$ cat src/rtl/divider_pkg.sv
// Shared definitions for the 32-bit restoring divider: width, FSM encoding
// and the quotient reported for a zero divisor.
package divider_pkg;
  localparam int WIDTH = 32;
  localparam logic [WIDTH-1:0] DIV_ZERO_QUOTIENT = '1;

  typedef enum logic [1:0] {
    IDLE = 2'd0,
    RUN  = 2'd1,
    DONE = 2'd2
  } state_t;
endpackage

$ cat src/rtl/adder_subtractor_32bit.sv
// 32-bit adder/subtractor: subt_signal=1 computes a - b as a + ~b + 1;
// carry_out=1 on subtraction means no borrow occurred.
module adder_subtractor_32bit (
  input  logic [31:0] a,
  input  logic [31:0] b,
  input  logic        subt_signal,
  output logic [31:0] result,
  output logic        carry_out
);
  logic [31:0] b_eff;

  assign b_eff = b ^ {32{subt_signal}};
  assign {carry_out, result} = {1'b0, a} + {1'b0, b_eff} + {32'd0, subt_signal};
endmodule

$ cat src/rtl/divider_32bit.sv
// Sequential unsigned divider: one restoring shift/subtract step per clock,
// 32 iterations per operation, with a short path for a zero divisor.
module divider_32bit #(
  parameter int WIDTH = divider_pkg::WIDTH
) (
  input  logic             clk,
  input  logic             reset,
  input  logic             start,
  input  logic [WIDTH-1:0] dividend,
  input  logic [WIDTH-1:0] divisor,
  output logic [WIDTH-1:0] quotient,
  output logic [WIDTH-1:0] remainder,
  output logic             busy,
  output logic             done,
  output logic             div_by_zero
);
  import divider_pkg::*;

  state_t           state, state_nxt;
  logic [5:0]       cnt;
  logic [WIDTH:0]   prem;
  logic [WIDTH-1:0] qreg;
  logic [WIDTH-1:0] divisor_r;

  logic [WIDTH:0]   shifted_rem;
  logic [WIDTH:0]   rem_nxt;
  logic [WIDTH-1:0] qreg_nxt;
  logic [WIDTH-1:0] diff;
  logic             carry;
  logic             trial_ok;
  logic             zero_div;
  logic             last_iter;

  assign shifted_rem = {prem[WIDTH-1:0], qreg[WIDTH-1]};

  adder_subtractor_32bit u_trial_sub (
    .a           (shifted_rem[WIDTH-1:0]),
    .b           (divisor_r),
    .subt_signal (1'b1),
    .result      (diff),
    .carry_out   (carry)
  );

  // A set bit 32 means the shifted remainder already exceeds any 32-bit divisor.
  assign trial_ok  = shifted_rem[WIDTH] | carry;
  assign rem_nxt   = trial_ok ? {1'b0, diff} : shifted_rem;
  assign qreg_nxt  = {qreg[WIDTH-2:0], trial_ok};
  assign zero_div  = (divisor_r == '0);
  assign last_iter = (cnt == 6'(WIDTH - 1));

  assign busy = (state != IDLE);
  assign done = (state == DONE);

  always_ff @(posedge clk or posedge reset) begin
    if (reset) state <= IDLE;
    else       state <= state_nxt;
  end

  always_comb begin
    state_nxt = state;
    case (state)
      IDLE:    if (start) state_nxt = RUN;
      RUN:     if (zero_div || last_iter) state_nxt = DONE;
      DONE:    state_nxt = IDLE;
      default: state_nxt = IDLE;
    endcase
  end

  // A zero divisor spends a single RUN cycle; qreg still holds the dividend then.
  always_ff @(posedge clk or posedge reset) begin
    if (reset) begin
      cnt         <= '0;
      prem        <= '0;
      qreg        <= '0;
      divisor_r   <= '0;
      quotient    <= '0;
      remainder   <= '0;
      div_by_zero <= 1'b0;
    end else begin
      case (state)
        IDLE: begin
          if (start) begin
            divisor_r <= divisor;
            prem      <= '0;
            qreg      <= dividend;
            cnt       <= '0;
          end
        end
        RUN: begin
          if (zero_div) begin
            quotient    <= DIV_ZERO_QUOTIENT;
            remainder   <= qreg;
            div_by_zero <= 1'b1;
          end else begin
            prem <= rem_nxt;
            qreg <= qreg_nxt;
            cnt  <= cnt + 6'd1;
            if (last_iter) begin
              quotient    <= qreg_nxt;
              remainder   <= rem_nxt[WIDTH-1:0];
              div_by_zero <= 1'b0;
            end
          end
        end
        default: ;
      endcase
    end
  end
endmodule

$ cat config.mk
export PLATFORM = sky130hd
export DESIGN_NAME = divider_32bit
export DESIGN_NICKNAME = d
export VERILOG_FILES = /design/src/rtl/divider_pkg.sv /design/src/rtl/adder_subtractor_32bit.sv /design/src/rtl/divider_32bit.sv
export SDC_FILE = /design/constraint.sdc
export NUM_CORES = 1
export LEC_CHECK = 0
export ABC_AREA = 1
export CORE_ASPECT_RATIO = 1.4
export CORE_MARGIN = 5
export CORE_UTILIZATION = 35
export DETAILED_ROUTE_END_ITERATION = 6
export PLACE_DENSITY = 0.63
export SLEW_MARGIN = 20
export SYNTH_ARGS = -nofsm -noshare
export SYNTH_HDL_FRONTEND = slang
export SYNTH_SLANG_ARGS = --single-unit
export TNS_END_PERCENT = 30
$ cat constraint.sdc
create_clock -name clk -period 5.56 [get_ports clk]
set_input_delay 1.39 -clock clk [delete_from_list [all_inputs] [get_ports clk]]
set_output_delay 1.39 -clock clk [all_outputs]
set_load 0.02 [all_outputs]
=== After elaboration in Yosys (flattened, before gate mapping) ===
Index checks and enable logic that the tools add are counted.

* Bits in registers: 169
* Word-level logic and storage cells: 48

* Add/subtract/negate cells: 3
* Equal/unequal tests: 6
* Muxes and demuxes: 19
* Bitwise logic cells: 2
* Reductions and logical operators: 10

{| class="wikitable"
|+ Operator list
! cell !! number
|-
| two-way mux 32 bit || 9
|-
| case mux 32 bit (2 select lines) || 2
|-
| adder 32 x 32 -> 33 bit || 1
|-
| adder 33 x 1 -> 33 bit (second input constant) || 1
|-
| logical NOT 32 bit || 1
|-
| inverter 32 bit || 1
|-
| two-way mux 6 bit || 2
|-
| case mux 6 bit (2 select lines) || 1
|-
| adder 6 x 1 -> 6 bit (second input constant) || 1
|-
| == test 6 x 5 -> 1 bit (second input constant) || 1
|-
| != test 2 bit (second input constant) || 3
|-
| AND reduction 2 bit || 3
|-
| nonzero test 2 bit || 3
|-
| two-way mux 2 bit || 2
|-
| case mux 2 bit (2 select lines) || 1
|-
| AND reduction 3 bit || 1
|-
| == test 2 x 1 -> 1 bit (second input constant) || 1
|-
| == test 2 bit (second input constant) || 1
|-
| logical NOT 2 bit || 1
|-
| two-way mux 1 bit || 2
|-
| logical OR 1 bit || 1
|-
| bitwise OR 1 bit || 1
|}

=== Logic depth before layout (Yosys ltp) ===
* Word-level depth: 7
* Mapped depth: 18
* Mapped depth without buffers: 17

=== Modules after synthesis ===
Synthesis repeated with hierarchy kept, for this count alone.

* Cell total of the unflattened synthesis: 1539
* Area total of the unflattened synthesis: 10845.4 um2

{| class="wikitable"
|+ Modules (own cells, without submodules)
! module !! instances !! cells each !! area each (um2) !! sequential area each (um2)
|-
| divider_32bit || 1 || 1055 || 8217.9 || 4229.1
|-
| adder_subtractor_32bit || 1 || 484 || 2627.5 || 0.0
|}

=== Least setup slack after synthesis ===
Ideal clock, no wire load.

* Kind: input port to flip-flop
* Start point: input port start
* End point: register divisor_r[29]
* Library setup time: 0.133 ns
* Arrival time: 2.206 ns
* Data required time: 5.427 ns
* Slack: 3.221 ns
* Stages on the path: 5
* Path buffers: 2
* Cell sequence: nand2_1 clkinv_1 clkbuf_1 clkbuf_1 o21ai_0

* Word-level cells in the longest chain between the ends: 1

{| class="wikitable"
|+ RTL lines
! item !! line !! source
|-
| start: declaration || divider_32bit.sv:8 || <nowiki>input logic start,</nowiki>
|-
| AND reduction 2 bit (no source line) || - ||
|-
| end signal: assignment || divider_32bit.sv:83 || <nowiki>divisor_r <= divisor;</nowiki>
|-
| end: declaration || divider_32bit.sv:23 || <nowiki>logic [WIDTH-1:0] divisor_r;</nowiki>
|}

Every way passes these cells.
A chain may end at the register's enable or synchronous reset.

=== Worst setup path after layout ===
* Start point: input port start
* End point: register qreg[24]

* Word-level cells in the longest chain between the ends: 2

{| class="wikitable"
|+ RTL lines
! item !! line !! source
|-
| != test 2 bit (no source line) || - ||
|-
| AND reduction 3 bit (no source line) || - ||
|-
| end signal: assignment || divider_32bit.sv:85 || <nowiki>qreg <= dividend;</nowiki>
|-
| end signal: assignment || divider_32bit.sv:96 || <nowiki>qreg <= qreg_nxt;</nowiki>
|-
| end: declaration || divider_32bit.sv:22 || <nowiki>logic [WIDTH-1:0] qreg;</nowiki>
|}

Every way passes these cells.

==> results_dict.tcl <==
set metrics [dict create \
    status "finished, final reports clean" \
    row_count 74 \
    yosysTopAreaCell "dfrtp_1" \
    setup_violations 0 \
    ys_ff_latch 169 \
    wl_per_cell_um 14.92 \
    syn_inst 1536 \
    post-cts-setup-buffers 0 \
    slew-limit-headroom_pct 33.15 \
    vdd_ir_drop_max_mv 0.2881 \
    ys.flop_type "dfrtp_1" \
    dr_total_vias 9648 \
    antenna_cells 0 \
    power.leakage_nw 6.693 \
    cts_resized 0 \
    cts_root_buffer "clkbuf_16" \
    clkTransAtPathRegs_ns 0.06 \
    rsz0062_at_grt "false" \
    fmax_ghz 0.2761 \
    die_h_um 212.9 \
    fin_util_pct 43.20 \
    fin_skew_ns 0.007277 \
    grt_pass1_vias 9542 \
    async_reset_ff_share_pct 100.0 \
    die_w_um 155.0 \
    drive_gt1_share_pct 4.710 \
    clock_path_buffers 2 \
    critPathCaptureType "flop" \
    core_area_mm2 0.02907 \
    drc_errors 0 \
    vias_per_cell 4.739 \
    rrSetupSlack_ns 2.02 \
    worstMarginPinSlew_ns 1.000 \
    reg2regPathDepth 8 \
    synth_area_leaders "dfrtp_1 (41%), nand2_1 (25%), inv_1 (6.9%)" \
    synth_edf_count 0 \
    power_density_mw_per_mm2 675.6 \
    start_util_pct 35.41 \
    grt_max_degree 115 \
    io_pins 134 \
    rr_startpoint "divisor_r[19]$_DFFE_PP0P_" \
    startpoint_type "input port" \
    cp.required_ns 5.86 \
    groute.usage.overall_pct 18.69 \
    fin_nets 1745 \
    htreeDepth 4 \
    fin_crit_sh_pct 65.13 \
    synth_fp_nets 1637 \
    portBuffers 133 \
    ctsHoldBuffers 0 \
    drt_iter0_markers 597 \
    dieArea_mm2 0.03299 \
    hold_violations 0 \
    r2r_end "quotient[21]$_DFFE_PP0P_" \
    yosysWarnings 0 \
    cp-endpoint "qreg[24]$_DFFE_PP0P_" \
    synth.distinct_cells 33 \
    clock_latency_ns 0.43 \
    hp-class "reg -> reg" \
    path_class "in -> reg" \
    synth.top_cell.area_share_pct 41.08 \
    netlist_area_mm2 0.01029 \
    antenna_found_initial 0 \
    grt_overflow 0 \
    first_pass_iters 5 \
    synth_seq_area_share_pct 41.08 \
    antenna_left 0 \
    routed_wl_um 30390 \
    setup_tns_ns 0 \
    gp_routability_congestion 0.9207 \
    syn_area_per_cell_um2 6.702 \
    grt_pass1_wl_um 49220 \
    maxCapViolCount 0 \
    worstPathArrival_ns 3.93 \
    syn_to_final_growth_pct 22.01 \
    layout_min_cycle_time_ns 3.621 \
    worstPathMaxFanout 60 \
    hpwl_um 23010 \
    cts_tree "built" \
    crit_path_start "start" \
    clock-sinks 169 \
    cts_buffers 17 \
    slew_viol_final 0 \
]
==> per-stage QoR <==
stage	hold slack [ns]	instance area (um2)	power (W)	worst slack (ns)	instances
final	0.4754	12560	0.008486	1.939	2036
after global routing	0.4894	12560	0.009399	1.630	2036
after CTS	0.4835	12560	0.008526	1.955	2036
after detailed placement	0.4659	11930	0.007204	1.781	2005
after global placement	0.4636	11930	0.007125	1.876	2005
after floorplan	0.4652	10300	0.005853	2.015	1536
==> report_power, final <==
part	switching (W)	total [W]	internal, W
registers	0.000349	0.00202	0.00167
clock network	0.000502	0.00129	0.000788
logic	0.00343	0.00517	0.00175
total	0.00428	0.00849	0.00421
==> critical path, cell delays in order <==
cell	delay [ns]
clkdlybuf4s50_1	0.46
nand2_1	0.11
nand2_1	0.58
clkinv_2	0.96
nand2_1	0.25
nand3_1	0.11
==> cell usage in the layout (no fill, tap or decap), drive strengths merged <==
cell type      netlist  final
and2                 3      3
clkinv               1      4
nand2              710    710
dfrtp              169    169
fa                   1      1
nand3b               4      4
o21ai               80     80
bufinv               0      4
a21oi               17     17
o21bai               1      1
clkbuf              24     21
xnor2                2      2
buf                 27      7
nor2               102    102
ha                  33     33
nand3              118    118
nor4                 8      8
nand4                9      9
nor3                 7      7
clkdlybuf4s50        0    133
xor2                16     16
o211ai               5      5
nor3b                1      1
inv                196    197
clkinvlp             0      2
and3                 2      2
==> kinds of logic after synthesis <==
family | after synthesis | share of synthesized area (%)
AND/OR/NAND/NOR | 964 | 38.36
buffers and inverters | 248 | 9.674
flip-flops | 169 | 41.08
AO/OA/AOI/OAI | 103 | 5.153
adder cells (fa/ha/maj) | 34 | 4.205
XOR/XNOR | 18 | 1.531
==> layout make-up <==
type                       count  area (um2)
fill                        3097       16510
multi-input combinational   1119        5081
sequential                   169        4229
timing repair buffer         140        1396
inverter                     197       744.5
tap                          380       475.5
clock buffer                  21       470.5
clock inverter                10       163.9
==> worst min path at each step <==
stage                                   start                         to  slack [ns]  cells after the start
floorplan                 qreg[5]$_DFFE_PP0P_        qreg[6]$_DFFE_PP0P_        0.47                      2
global placement     remainder[7]$_DFFE_PP0P_   remainder[7]$_DFFE_PP0P_        0.46                      2
detailed placement   remainder[3]$_DFFE_PP0P_   remainder[3]$_DFFE_PP0P_        0.47                      2
CTS                 remainder[18]$_DFFE_PP0P_  remainder[18]$_DFFE_PP0P_        0.48                      2
global route        remainder[24]$_DFFE_PP0P_  remainder[24]$_DFFE_PP0P_        0.49                      2
finish               remainder[7]$_DFFE_PP0P_   remainder[7]$_DFFE_PP0P_        0.48                      2
==> flip-flops by register name (all words and copies together), names as in the netlist <==
name	count
div_by_zero	1
cnt	6
quotient	32
qreg	32
state	2
prem	32
remainder	32
divisor_r	32
==> Yosys cell counts (8+ instances only) <==
library cell and number:
xor2_1 16, nand4_1 9, nand2_2 19, o21ai_0 75
a21oi_1 17, inv_1 190, nor2_1 95, buf_2 19
nand3_1 116, ha_1 33, dfrtp_1 169, nor4_1 8
nand2_1 691, clkbuf_1 24
==> routing by layer <==
metal | track usage, % | vias up | part of all wire (%)
met5 | 0 | - | 0
met4 | 7.434 | 0 | 3.5
met1 | 23.36 | 4450 | 43
met3 | 2.737 | 47 | 3.5
li1 | - | 4943 | -
met2 | 32.49 | 208 | 49
No activity file was read; power rests on OpenSTA's default activity.
